File: src/rtl/candidate_membank_pkg.sv
// ---------------------------------------------------------------------------
// candidate_membank_pkg
// Shared definitions for the byte-addressed word memory bank: the state type
// of the clear sequencer and the default geometry constants used as
// parameter defaults by candidate_membank.
// ---------------------------------------------------------------------------
package candidate_membank_pkg;

    // IDLE accepts word requests; CLEAR walks the array zeroing one word per cycle
    typedef enum logic {
        ST_IDLE  = 1'b0,
        ST_CLEAR = 1'b1
    } membankState_t;

    localparam int DEF_BYTE_W = 8;
    localparam int DEF_WORD_W = 16;
    localparam int DEF_DEPTH  = 32;
    localparam int DEF_ADDR_W = 16;

endpackage

File: src/rtl/candidate_membank_clr_seq.sv
// ---------------------------------------------------------------------------
// candidate_membank_clr_seq
// Clear sequencer for candidate_membank: owns the IDLE/CLEAR state machine
// and the word pointer that sweeps the array from word 0 upwards.
//
// Ports:
//   i_clk      sole clock, rising edge
//   i_rst      synchronous active-high reset (forces CLEAR, pointer 0)
//   i_clr      start (or restart) a full-memory clear
//   o_busy     high while the clear sequence runs (and while in reset)
//   o_clrWe    write strobe for the zeroing port of the byte array
//   o_clrWord  index of the word being zeroed this cycle
// ---------------------------------------------------------------------------
module candidate_membank_clr_seq
    import candidate_membank_pkg::*;
#(
    parameter int NWORDS = 16,
    parameter int PTR_W  = 4
) (
    input  logic             i_clk,
    input  logic             i_rst,
    input  logic             i_clr,
    output logic             o_busy,
    output logic             o_clrWe,
    output logic [PTR_W-1:0] o_clrWord
);

    membankState_t    r_state;
    membankState_t    w_stateNext;
    logic [PTR_W-1:0] r_ptr;
    logic [PTR_W-1:0] w_ptrNext;

    // State and pointer registers. Reset lands in CLEAR so that the array is
    // always swept to zero before the first request can be accepted.
    always_ff @(posedge i_clk) begin
        if (i_rst) begin
            r_state <= ST_CLEAR;
            r_ptr   <= '0;
        end else begin
            r_state <= w_stateNext;
            r_ptr   <= w_ptrNext;
        end
    end

    // Next-state logic. Each CLEAR cycle zeroes the word under the pointer;
    // a fresh clr during CLEAR rewinds the pointer so a full sweep follows.
    // The last word leaves CLEAR on the same edge that zeroes it.
    always_comb begin
        w_stateNext = r_state;
        w_ptrNext   = r_ptr;
        o_clrWe     = 1'b0;
        case (r_state)
            ST_IDLE: begin
                if (i_clr) begin
                    w_stateNext = ST_CLEAR;
                    w_ptrNext   = '0;
                end
            end
            ST_CLEAR: begin
                o_clrWe = ~i_rst;
                if (i_clr) begin
                    w_ptrNext = '0;
                end else if (r_ptr == PTR_W'(NWORDS - 1)) begin
                    w_stateNext = ST_IDLE;
                    w_ptrNext   = '0;
                end else begin
                    w_ptrNext = r_ptr + PTR_W'(1);
                end
            end
            default: begin
                w_stateNext = ST_CLEAR;
                w_ptrNext   = '0;
            end
        endcase
    end

    // busy is forced high during reset so requests are refused immediately,
    // even before the first reset edge has moved the state register.
    assign o_busy    = (r_state == ST_CLEAR) | i_rst;
    assign o_clrWord = r_ptr;

endmodule

File: src/rtl/candidate_membank.sv
// ---------------------------------------------------------------------------
// candidate_membank
// Byte-addressed memory bank with big-endian word access. A word at index i
// occupies bytes i, i+1, ... (mod DEPTH), most significant byte first.
// Reads are registered (one cycle latency, read-first against a same-cycle
// write); out-of-range or busy-time requests are rejected with an err pulse.
// A clear sequence zeroes the whole array after reset or on clr.
//
// Ports:
//   clk       sole clock, rising edge
//   rst       synchronous active-high reset
//   wr_en     word write request
//   rd_en     word read request
//   clr       start a full-memory clear
//   index     byte address of the word's most significant byte
//   data_in   write data
//   data_out  registered read data
//   rd_valid  one-cycle pulse, data_out holds a new read result
//   busy      clear sequence in progress
//   err       one-cycle pulse, request rejected
// ---------------------------------------------------------------------------
module candidate_membank
    import candidate_membank_pkg::*;
#(
    parameter int BYTE_W = DEF_BYTE_W,
    parameter int WORD_W = DEF_WORD_W,
    parameter int DEPTH  = DEF_DEPTH,
    parameter int ADDR_W = DEF_ADDR_W
) (
    input  logic              clk,
    input  logic              rst,
    input  logic              wr_en,
    input  logic              rd_en,
    input  logic              clr,
    input  logic [ADDR_W-1:0] index,
    input  logic [WORD_W-1:0] data_in,
    output logic [WORD_W-1:0] data_out,
    output logic              rd_valid,
    output logic              busy,
    output logic              err
);

    localparam int BPW = WORD_W / BYTE_W;
    localparam int AW  = (DEPTH > 1) ? $clog2(DEPTH) : 1;
    localparam int NW  = DEPTH / BPW;
    localparam int PW  = (NW > 1) ? $clog2(NW) : 1;

    logic [BYTE_W-1:0] r_mem [DEPTH];
    logic [WORD_W-1:0] r_dout;
    logic              r_rdValid;
    logic              r_err;

    logic              w_busy;
    logic              w_clrWe;
    logic [PW-1:0]     w_clrWord;
    logic [AW-1:0]     w_clrBase;
    logic [AW-1:0]     w_base;
    logic [AW-1:0]     w_addr [BPW];
    logic [WORD_W-1:0] w_rdWord;
    logic              w_inRange;
    logic              w_accept;
    logic              w_reject;

    candidate_membank_clr_seq #(
        .NWORDS (NW),
        .PTR_W  (PW)
    ) u_clrSeq (
        .i_clk     (clk),
        .i_rst     (rst),
        .i_clr     (clr),
        .o_busy    (w_busy),
        .o_clrWe   (w_clrWe),
        .o_clrWord (w_clrWord)
    );

    // Range check is done on the full index width with one spare bit so that
    // DEPTH equal to 2**ADDR_W still compares correctly.
    assign w_inRange = ({1'b0, index} < (ADDR_W + 1)'(DEPTH));
    assign w_base    = index[AW-1:0];
    assign w_clrBase = AW'(w_clrWord) * AW'(BPW);

    // A request is taken only in IDLE with a legal index; clr in IDLE wins
    // silently over wr/rd. Anything arriving while busy, or out of range
    // without a competing clr, is refused with err.
    assign w_accept = ~w_busy & ~clr & w_inRange;
    assign w_reject = (wr_en | rd_en) & (w_busy | (~clr & ~w_inRange));

    // Byte addresses of the word. Truncating the sum to AW bits gives the
    // wrap from DEPTH-1 back to 0 for free, since DEPTH is a power of two.
    always_comb begin
        for (int k = 0; k < BPW; k++) begin
            w_addr[k] = w_base + AW'(k);
        end
    end

    // Gather the addressed bytes into a word, byte 0 in the top lane.
    always_comb begin
        w_rdWord = '0;
        for (int k = 0; k < BPW; k++) begin
            w_rdWord[WORD_W-1-k*BYTE_W -: BYTE_W] = r_mem[w_addr[k]];
        end
    end

    // Byte array writes. The clear port and the request port never collide
    // because requests are only accepted when the sequencer is idle. The
    // array itself is not reset; the automatic clear after reset zeroes it.
    always_ff @(posedge clk) begin
        if (!rst) begin
            if (w_clrWe) begin
                for (int k = 0; k < BPW; k++) begin
                    r_mem[w_clrBase + AW'(k)] <= '0;
                end
            end else if (w_accept && wr_en) begin
                for (int k = 0; k < BPW; k++) begin
                    r_mem[w_addr[k]] <= data_in[WORD_W-1-k*BYTE_W -: BYTE_W];
                end
            end
        end
    end

    // Read register and status pulses. The read samples the array before
    // this edge's write lands, which gives read-first behaviour. data_out
    // only moves on an accepted read.
    always_ff @(posedge clk) begin
        if (rst) begin
            r_dout    <= '0;
            r_rdValid <= 1'b0;
            r_err     <= 1'b0;
        end else begin
            r_rdValid <= w_accept & rd_en;
            r_err     <= w_reject;
            if (w_accept && rd_en) begin
                r_dout <= w_rdWord;
            end
        end
    end

    assign data_out = r_dout;
    assign rd_valid = r_rdValid;
    assign err      = r_err;
    assign busy     = w_busy;

endmodule

File: config.mk
export PLATFORM = sky130hd
export DESIGN_NAME = candidate_membank
export DESIGN_NICKNAME = d
export VERILOG_FILES = /design/src/rtl/candidate_membank_pkg.sv /design/src/rtl/candidate_membank_clr_seq.sv /design/src/rtl/candidate_membank.sv
export SDC_FILE = /design/constraint.sdc
export NUM_CORES = 1
export LEC_CHECK = 0
export CELL_PAD_IN_SITES_DETAIL_PLACEMENT = 1
export CELL_PAD_IN_SITES_GLOBAL_PLACEMENT = 1
export CORE_AREA = 5 5 178 180
export CTS_CLUSTER_DIAMETER = 100
export DETAILED_ROUTE_END_ITERATION = 7
export DIE_AREA = 0 0 183 185
export MAX_ROUTING_LAYER = met4
export PLACE_DENSITY_LB_ADDON = 0.1
export SYNTH_ARGS = -nofsm -noshare
export SYNTH_HDL_FRONTEND = slang
export SYNTH_SLANG_ARGS = --single-unit
File: constraint.sdc
create_clock -name clk -period 6.05 [get_ports clk]
set_input_delay 0.605 -clock clk [delete_from_list [all_inputs] [get_ports clk]]
set_output_delay 0.605 -clock clk [all_outputs]
set_load 0.02 [all_outputs]
## Yosys cells after proc, flatten, opt, wreduce, memory -nomap -nowiden

Memories as Yosys holds them, arrays and structs flattened. A register that Yosys moved wholly into a read port is not among the register bits.
Index checks and enable logic that the tools add are counted.

- Bits in registers: 7
- Latch bits: 0
- Memory bits (writable): 256
- Memory bits (read-only): 0
- Bits of input ports: 37
- Output and inout bits: 19
- Memories: 1

Memory list:

| name | words | width | rd ports | clocked after memory_dff | wr ports | line | RTL |
|---|---|---|---|---|---|---|---|
| r_mem | 32 | 8 | 2 | 2 | 2 | candidate_membank.sv:48 | `logic [BYTE_W-1:0] r_mem [DEPTH];` |

- $add $sub $neg: 3
- Multipliers: 0
- Divide/modulo/power cells: 0
- Order comparisons: 1
- Eq/ne operators: 2
- Shifts and indexed selects: 0
- Multiplexer cells: 22
- Bitwise operators: 13
- Reductions and logical operators: 4

Operators with widths:

| cell | count |
|---|---|
| less-than comparator 16 x 6 -> 1 bit (second input constant) | 1 |
| two-way mux 8 bit | 2 |
| OR reduction 8 bit | 2 |
| two-way mux 1 bit | 13 |
| two-way mux 4 bit | 3 |
| adder 5 x 1 -> 5 bit (second input constant) | 2 |
| two-way mux 5 bit | 2 |
| case mux 4 bit (2 select lines) | 1 |
| bitwise AND 1 bit | 5 |
| inverter 1 bit | 5 |
| adder 4 x 1 -> 4 bit (second input constant) | 1 |
| == test 4 bit (second input constant) | 1 |
| OR 1 bit | 3 |
| logical AND 1 bit | 2 |
| inequality test 2 bit (second input constant) | 1 |
| case mux 1 bit (2 select lines) | 1 |

## Logic depth before layout (Yosys ltp)

- Word-level depth: 11
- Depth in mapped cells: 10
- Gate-level depth less buffers: 7

## Modules after synthesis

From an unflattened synthesis, not the netlist that was laid out.

- Cells, all modules: 1271
- Area, all modules: 16803.6 um^2

By module, submodules not included:

| module | times used | cells each | area an instance (um^2) |
|---|---|---|---|
| candidate_membank | 1 | 1247 | 16543.4 |
| candidate_membank_clr_seq | 1 | 24 | 260.2 |

## Least setup slack after synthesis

OpenSTA, ideal clock, no wires.

- Kind: input to register
- From: input port rst
- To: memory r_mem[21][0] (netlist bit), enable pin
- Library setup time: 384 ps
- Arrival time: 2551 ps
- Required time: 5666 ps
- Setup slack: 3115 ps
- Stages on the path: 7
- Path buffers: 3
- Path through: buf_2 > nor3_4 > and4_4 > buf_12 > clkbuf_1 > nand3_1 > o21ai_0

RTL lines:

| what | line | RTL |
|---|---|---|
| start: declaration | candidate_membank.sv:31 | `input logic rst,` |
| end: declaration | candidate_membank.sv:48 |  |

==> impl_metrics.json <==
{
  "finalHoldViolCount": 0,
  "finalWirelength_mm": 55.91,
  "dieWidth_um": 183,
  "maxClockFrequency_mhz": 259.3,
  "slew-limit-headroom_pct": 14.39,
  "drc_viols": 0,
  "grt_first_pass_wirelength_mm": 81.63,
  "synth_warnings": 0,
  "path_cells": "clkdlybuf4s50_1 -> buf_4 -> inv_4 -> xnor2_4 -> nand2_2 -> o31a_1 -> o22ai_1",
  "reg2reg_depth": 6,
  "max_rail_drop_vdd_uv": 239.7,
  "ys_async_sr_fraction_pct": 0,
  "ant_nets": 0,
  "clock_sinks": 279,
  "grt-busiest-layer": "met2",
  "first_pass_iters": 6,
  "synth_cell_type_count": 74,
  "final-setup-viol-count": 0,
  "fin_nets": 1191,
  "drv.max_cap_violation_count": 0,
  "grt_util_met2_pct": 52.02,
  "remaining_overflow_grt": 0,
  "cts_resized": 0,
  "route.vias.total": 11750,
  "grt_util_met3_pct": 6.147,
  "syn_nets": 1216,
  "outcome": "complete, no violations",
  "cts.repair_timing.setup_buffer_count": 0,
  "final-max-slew-violation-count": 0,
  "fp.dieH_um": 185,
  "avgViaCountPerCell": 7.473,
  "start_util_pct": 56.09,
  "timing.rr.end": "r_mem[21][1]",
  "numCtsBuffers": 30,
  "timing.critical_path.slowest_cell_delay_ps": 780,
  "maximum_fanout_count_along_the_critical_path": 39,
  "clock_power_share_pct": 44.0,
  "power_leakage_nw": 5.576,
  "hold_path_class": "flip-flop to flip-flop",
  "rsz_0062_raised_after_global_routing": "no",
  "clk_transition_reported_paths_ps": 60,
  "crit_path_top_delay_cell": "o22ai_1",
  "pin_count_of_the_biggest_net_entering_global_routing": 76,
  "power-per-cell-area_nw_per_um2": 232.9,
  "antenna_violations_before_repair": 1,
  "cts_hold_buf": 0,
  "post_route_cells_drive_above_1_share_pct": 22.64,
  "initialDrtViolationCount": 1556,
  "placed_cell_area_um2": 17460,
  "seq_power_share_pct": 48.7,
  "p_int_mw": 3.316,
  "cts.path.max_buffers": 3,
  "htreeDepth": 1,
  "final_cell_area_um2": 18490,
  "worstPathArrival_ps": 4050,
  "placed_cells_incl_taps": 1514,
  "crit_type": "primary input to flip-flop",
  "worst_setup_path_start_kind": "primary input",
  "dieArea_um2": 33860,
  "average_wire_per_standard_cell_um": 35.57,
  "worst_hold_margin_ps": 469.9,
  "io_buffer_count": 55,
  "synth_enable_flop_cells": 256,
  "gp_routability_congestion": 0.9895,
  "power.combinational.fraction_pct": 7.2,
  "number_of_top_level_design_ports": 56,
  "min_delay_src": "data_out[3]",
  "clock_latency_ps": 570,
  "stdcell_count": 1572,
  "power.switching_uw": 990.6,
  "finalCriticalPeriod_ps": 3856,
  "groute.usage.overall_pct": 33.83,
  "finClkSkew_ps": 10.79,
  "ff_to_ff_start": "u_clrSeq.r_state",
  "fin_setup_tns_ps": 0,
  "netSwitchingFraction_pct": 23.00,
  "number_of_rows_created_at_floorplan": 64,
  "hold_crit_depth": 2,
  "clockRootBuffer": "clkbuf_16",
  "syn_inst": 1177,
  "synth_ff_type": "edfxtp_1",
  "max_slew.worst_pin.slew_ps": 1271,
  "average_cell_area_after_synthesis_um2": 14.31,
  "synth.cell_area_um2": 16840,
  "core_region_area_um2": 30030,
  "synth_seq_area_share_pct": 48.37,
  "dp_hpwl_mm": 36.88,
  "yosys_register_bits": 279,
  "rrSetupSlack_ps": 2680,
  "grt_use_met1_pct": 47.55,
  "endpoint_required_time_on_the_critical_path_ps": 6240,
  "tritoncts": "yes",
  "crit_path_end_kind": "flip-flop",
  "grt_pass1_vias": 11660,
  "hold_path_end": "data_out[3]",
  "area_growth_syn_to_layout_pct": 9.783,
  "min_period_over_period_pct": 63.74
}
-- kinds of logic after synthesis --
family / count (synthesis) / share of synthesized area, %
muxes: 387 / 32.13
adders and majority gates: 2 / 0.1485
and+or+nand+nor: 181 / 7.176
DFF: 279 / 48.37
AOI/OAI and AO/OA: 182 / 7.577
buffers and inverters: 140 / 4.041
xor gates and xnor gates: 6 / 0.5572
-- through the flow --
step	setup WS [ps]	utilization, %	power (mW)
detailed placement	1654	58.16	2.445
CTS	2238	61.52	4.304
global route	2005	61.58	4.406
floorplan	3115	-	2.349
global placement	1792	58.16	2.440
finish	2194	61.58	4.307
-- critical path, delay by kind of cell --
| kind | cells | cell delay [ps] |
|---|---|---|
| buf+inv | 3 | 1060 |
| xor+xnor | 1 | 700 |
| simple gates | 1 | 260 |
| compound gates | 2 | 1370 |
-- routing by layer --
metal | wire, um | up-vias
met5 | 0 | -
met4 | 1592 | 0
met3 | 5921 | 113
met2 | 25810 | 782
met1 | 22590 | 6148
li1 | - | 4705
-- flip-flops by register name (all words and copies together) (netlist names) --
signal / count
rd_valid: 1
u_clrSeq.o_clrWord: 4
u_clrSeq.r_state: 1
r_mem: 256
err: 1
data_out: 16
-- synthesized netlist by cell type (3+ instances only) --
cell / n / area (um^2)
a211o_1: 8 / 70.07
a21oi_1: 27 / 135.1
a221oi_1: 11 / 96.34
a22oi_1: 5 / 37.54
a31oi_1: 3 / 18.77
a32oi_1: 8 / 70.07
a41oi_4: 3 / 82.58
buf_2: 37 / 185.2
buf_4: 20 / 150.1
clkbuf_1: 71 / 266.5
dfxtp_1: 23 / 460.4
edfxtp_1: 256 / 7687
inv_1: 6 / 22.52
mux2_2: 9 / 101.4
mux2i_1: 256 / 2562
mux4_2: 122 / 2748
nand2_1: 56 / 210.2
nand2_2: 3 / 18.77
nand2b_1: 7 / 43.79
nand3_1: 40 / 200.2
nand3b_1: 6 / 45.04
nor2_1: 14 / 52.55
nor2_4: 6 / 67.56
nor2_8: 12 / 240.2
nor3_1: 7 / 35.03
o21ai_0: 48 / 240.2
o21bai_1: 4 / 30.03
o221ai_1: 8 / 70.07
o22ai_1: 31 / 193.9
o31a_1: 3 / 26.28
o31ai_1: 8 / 60.06
-- power groups by stage --
stage | Clock, mW | Sequential (mW) | Combinational (mW)
floorplan | 0 | 2.13 | 0.215
global placement | 0 | 2.14 | 0.301
detailed placement | 0 | 2.14 | 0.306
CTS | 1.90 | 2.10 | 0.308
global route | 1.98 | 2.10 | 0.326
finish | 1.90 | 2.10 | 0.312
-- area by class of cell --
class,instances,area (um^2)
diodes,1,2.502
clock buffers,35,790.8
clock inverters,20,219.0
fillers,2743,11540
inverters,7,28.78
multi-input cells,758,8100
flip-flops and latches,279,8148
well taps,396,495.5
repair buffers,76,706.9
-- layout by cell type, fill, tap and decap left out, drive strengths merged, types with 12 or more instances in the layout --
| master | netlist | layout |
|---|---|---|
| o21ai | 49 | 49 |
| clkbuf | 71 | 37 |
| mux2i | 256 | 256 |
| mux4 | 122 | 122 |
| clkinv | 0 | 12 |
| nand3 | 41 | 41 |
| nor2 | 33 | 33 |
| edfxtp | 256 | 256 |
| a21oi | 28 | 28 |
| buf | 62 | 21 |
| dfxtp | 23 | 23 |
| nand2 | 59 | 59 |
| clkdlybuf4s50 | 0 | 53 |
| o22ai | 32 | 32 |
-- worst max path at each step --
stage / from / to / cells after the start
after floorplan: rst / r_mem[21][0] / 7
after global placement: index[3] / r_mem[19][4] / 7
after detailed placement: index[3] / r_mem[16][0] / 7
after CTS: index[3] / r_mem[16][6] / 7
after global routing: index[3] / r_mem[16][0] / 7
final: index[3] / r_mem[19][4] / 7
Note: power is estimated with default switching activity, not from simulation.
==> patch: new RTL, config.mk and constraints unchanged <==
Set the package constant `DEF_ADDR_W` to 15 (it was 16).
--- a/src/rtl/candidate_membank_pkg.sv
+++ b/src/rtl/candidate_membank_pkg.sv
@@ -17,3 +17,3 @@
     localparam int DEF_DEPTH  = 32;
-    localparam int DEF_ADDR_W = 16;
+    localparam int DEF_ADDR_W = 15;
 
Ports: changed (resized index); port bits go from 56 to 55. No check against the original RTL was run, so the function may have changed too.
==> patch against the original RTL <==
- non-clock buffer count up 11
- routed wire length rose by 8.0%
- power increased by 2.3%
- setup slack lost 0.65 ns
- critical path type unchanged
- cell area decreased by 1.8%
- clock skew up 0.010 ns
- sequential cell count did not move
- synthesized area fell by 3.7%
- final cell count up 3.5%
- critical endpoint is now r_mem[19][5]
==> patch: results (changes against the original RTL) <==
outcome -> finished clean
WL met2 -> 27690 um (+7.3%)
pre-CTS setup slack -> 1.163 ns (-0.4913 ns)
Routed WL per cell -> 37.12 um (+4.4%)
Tightest Pin Transition -> 1.375 ns (+0.1043 ns)
Top delay family on crit path -> simple AND/OR/NAND/NOR gates
TritonRoute pass-1 iters -> 5 (-1)
crit-path max FO -> 19 (-51%)
Non-clk bufs -> 87 (+14%)
initial antenna violation count -> 2 (+1)
Power Dens Cells -> 242.8 nW/um2 (+4.3%)
aggregate global-route resource usage -> 36.72% (+2.9 points)
Clock Buffer Count -> 39 (+11%)
Seq/Total Area, Yosys -> 50.24% (+1.9 points)
Combinational Power -> 297 uW (-5%)
Inserted Clock Buffers -> 34 (+13%)
wl on met1 -> 22220 um (-1.6%)
port buffer count -> 54 (-1.8%)
GR Layer Usage met3 -> 8.720% (+2.6 points)
Seq Cell Count -> 279 (unchanged)
Sw Pwr -> 1002 uW (+1.2%)
area of placed instances -> 17070 um2 (-2.2%)
Clock buffers and inverters, area share -> 5.914% (+0.45 points)
fillers -> 2897 (+5.6%)
VDD IR max -> 0.1682 mV (-30%)
non-clk buf share -> 4.350% (+0.53 points)
drt first-iter violations -> 1924 (+24%)
ranking of synthesized cells by area -> edfxtp_1, mux4_2, mux2i_1
CP max stage delay -> 0.87 ns (+0.09 ns)
largest net degree at the start of global routing -> 61 (-20%)
first-pass GRT wire length -> 87310 um (+7.0%)
fraction of layout cells with a size suffix above 1 -> 20.67% (-2.0 points)
top post-synthesis cells by count -> edfxtp_1, mux2i_1, mux4_2, nand2_1, o22ai_1
comb_multi_in -> 802 (+5.8%)
GR Layer Usage met2 -> 56.30% (+4.3 points)
inverter count -> 4 (-3)
DP HPWL -> 40680 um (+10%)
GR Util met1 -> 48.32% (+0.77 points)
non-filler cells, final -> 1627 (+3.5%)
Avg Cell Area, Syn -> 13.65 um2 (-4.6%)
Cell variety after synth -> 65 (-12%)
Pint -> 3406 uW (+2.7%)
Vias -> 12330 (+5.0%)
-- patch: worst reg2reg max path, stage by stage (launching register included) --
cell,delay (ns)
dfxtp_1,0.45
nor4b_2,0.36
and4_1,0.55
buf_4,0.37
mux2i_1,0.43
nand2_1,0.33
nor2b_1,0.87
o21bai_1,0.46
-- patch: path summary, 6_finish.rpt --
path	cells past startpoint	endpoint	start	slack [ns]
setup / recovery	8	r_mem[19][5]	index[5]	1.55
hold / removal	2	data_out[6]	data_out[6]	0.46
setup reg to reg	7	r_mem[19][5]	u_clrSeq.r_state	1.88
hold reg to reg	2	data_out[6]	data_out[6]	0.46
-- patch: kinds of logic (layout without fill, tap and decap cells) --
family	count (synthesis)	count (layout)	share of synthesized area [%]
buffers and inverters	107	148	2.947
AOI/OAI and AO/OA	215	215	8.849
and+or+nand+nor	253	253	7.676
other	0	2	0
muxes	325	325	29.76
adders and majority gates	2	2	0.1543
DFF	279	279	50.24
xor gates and xnor gates	7	7	0.3780
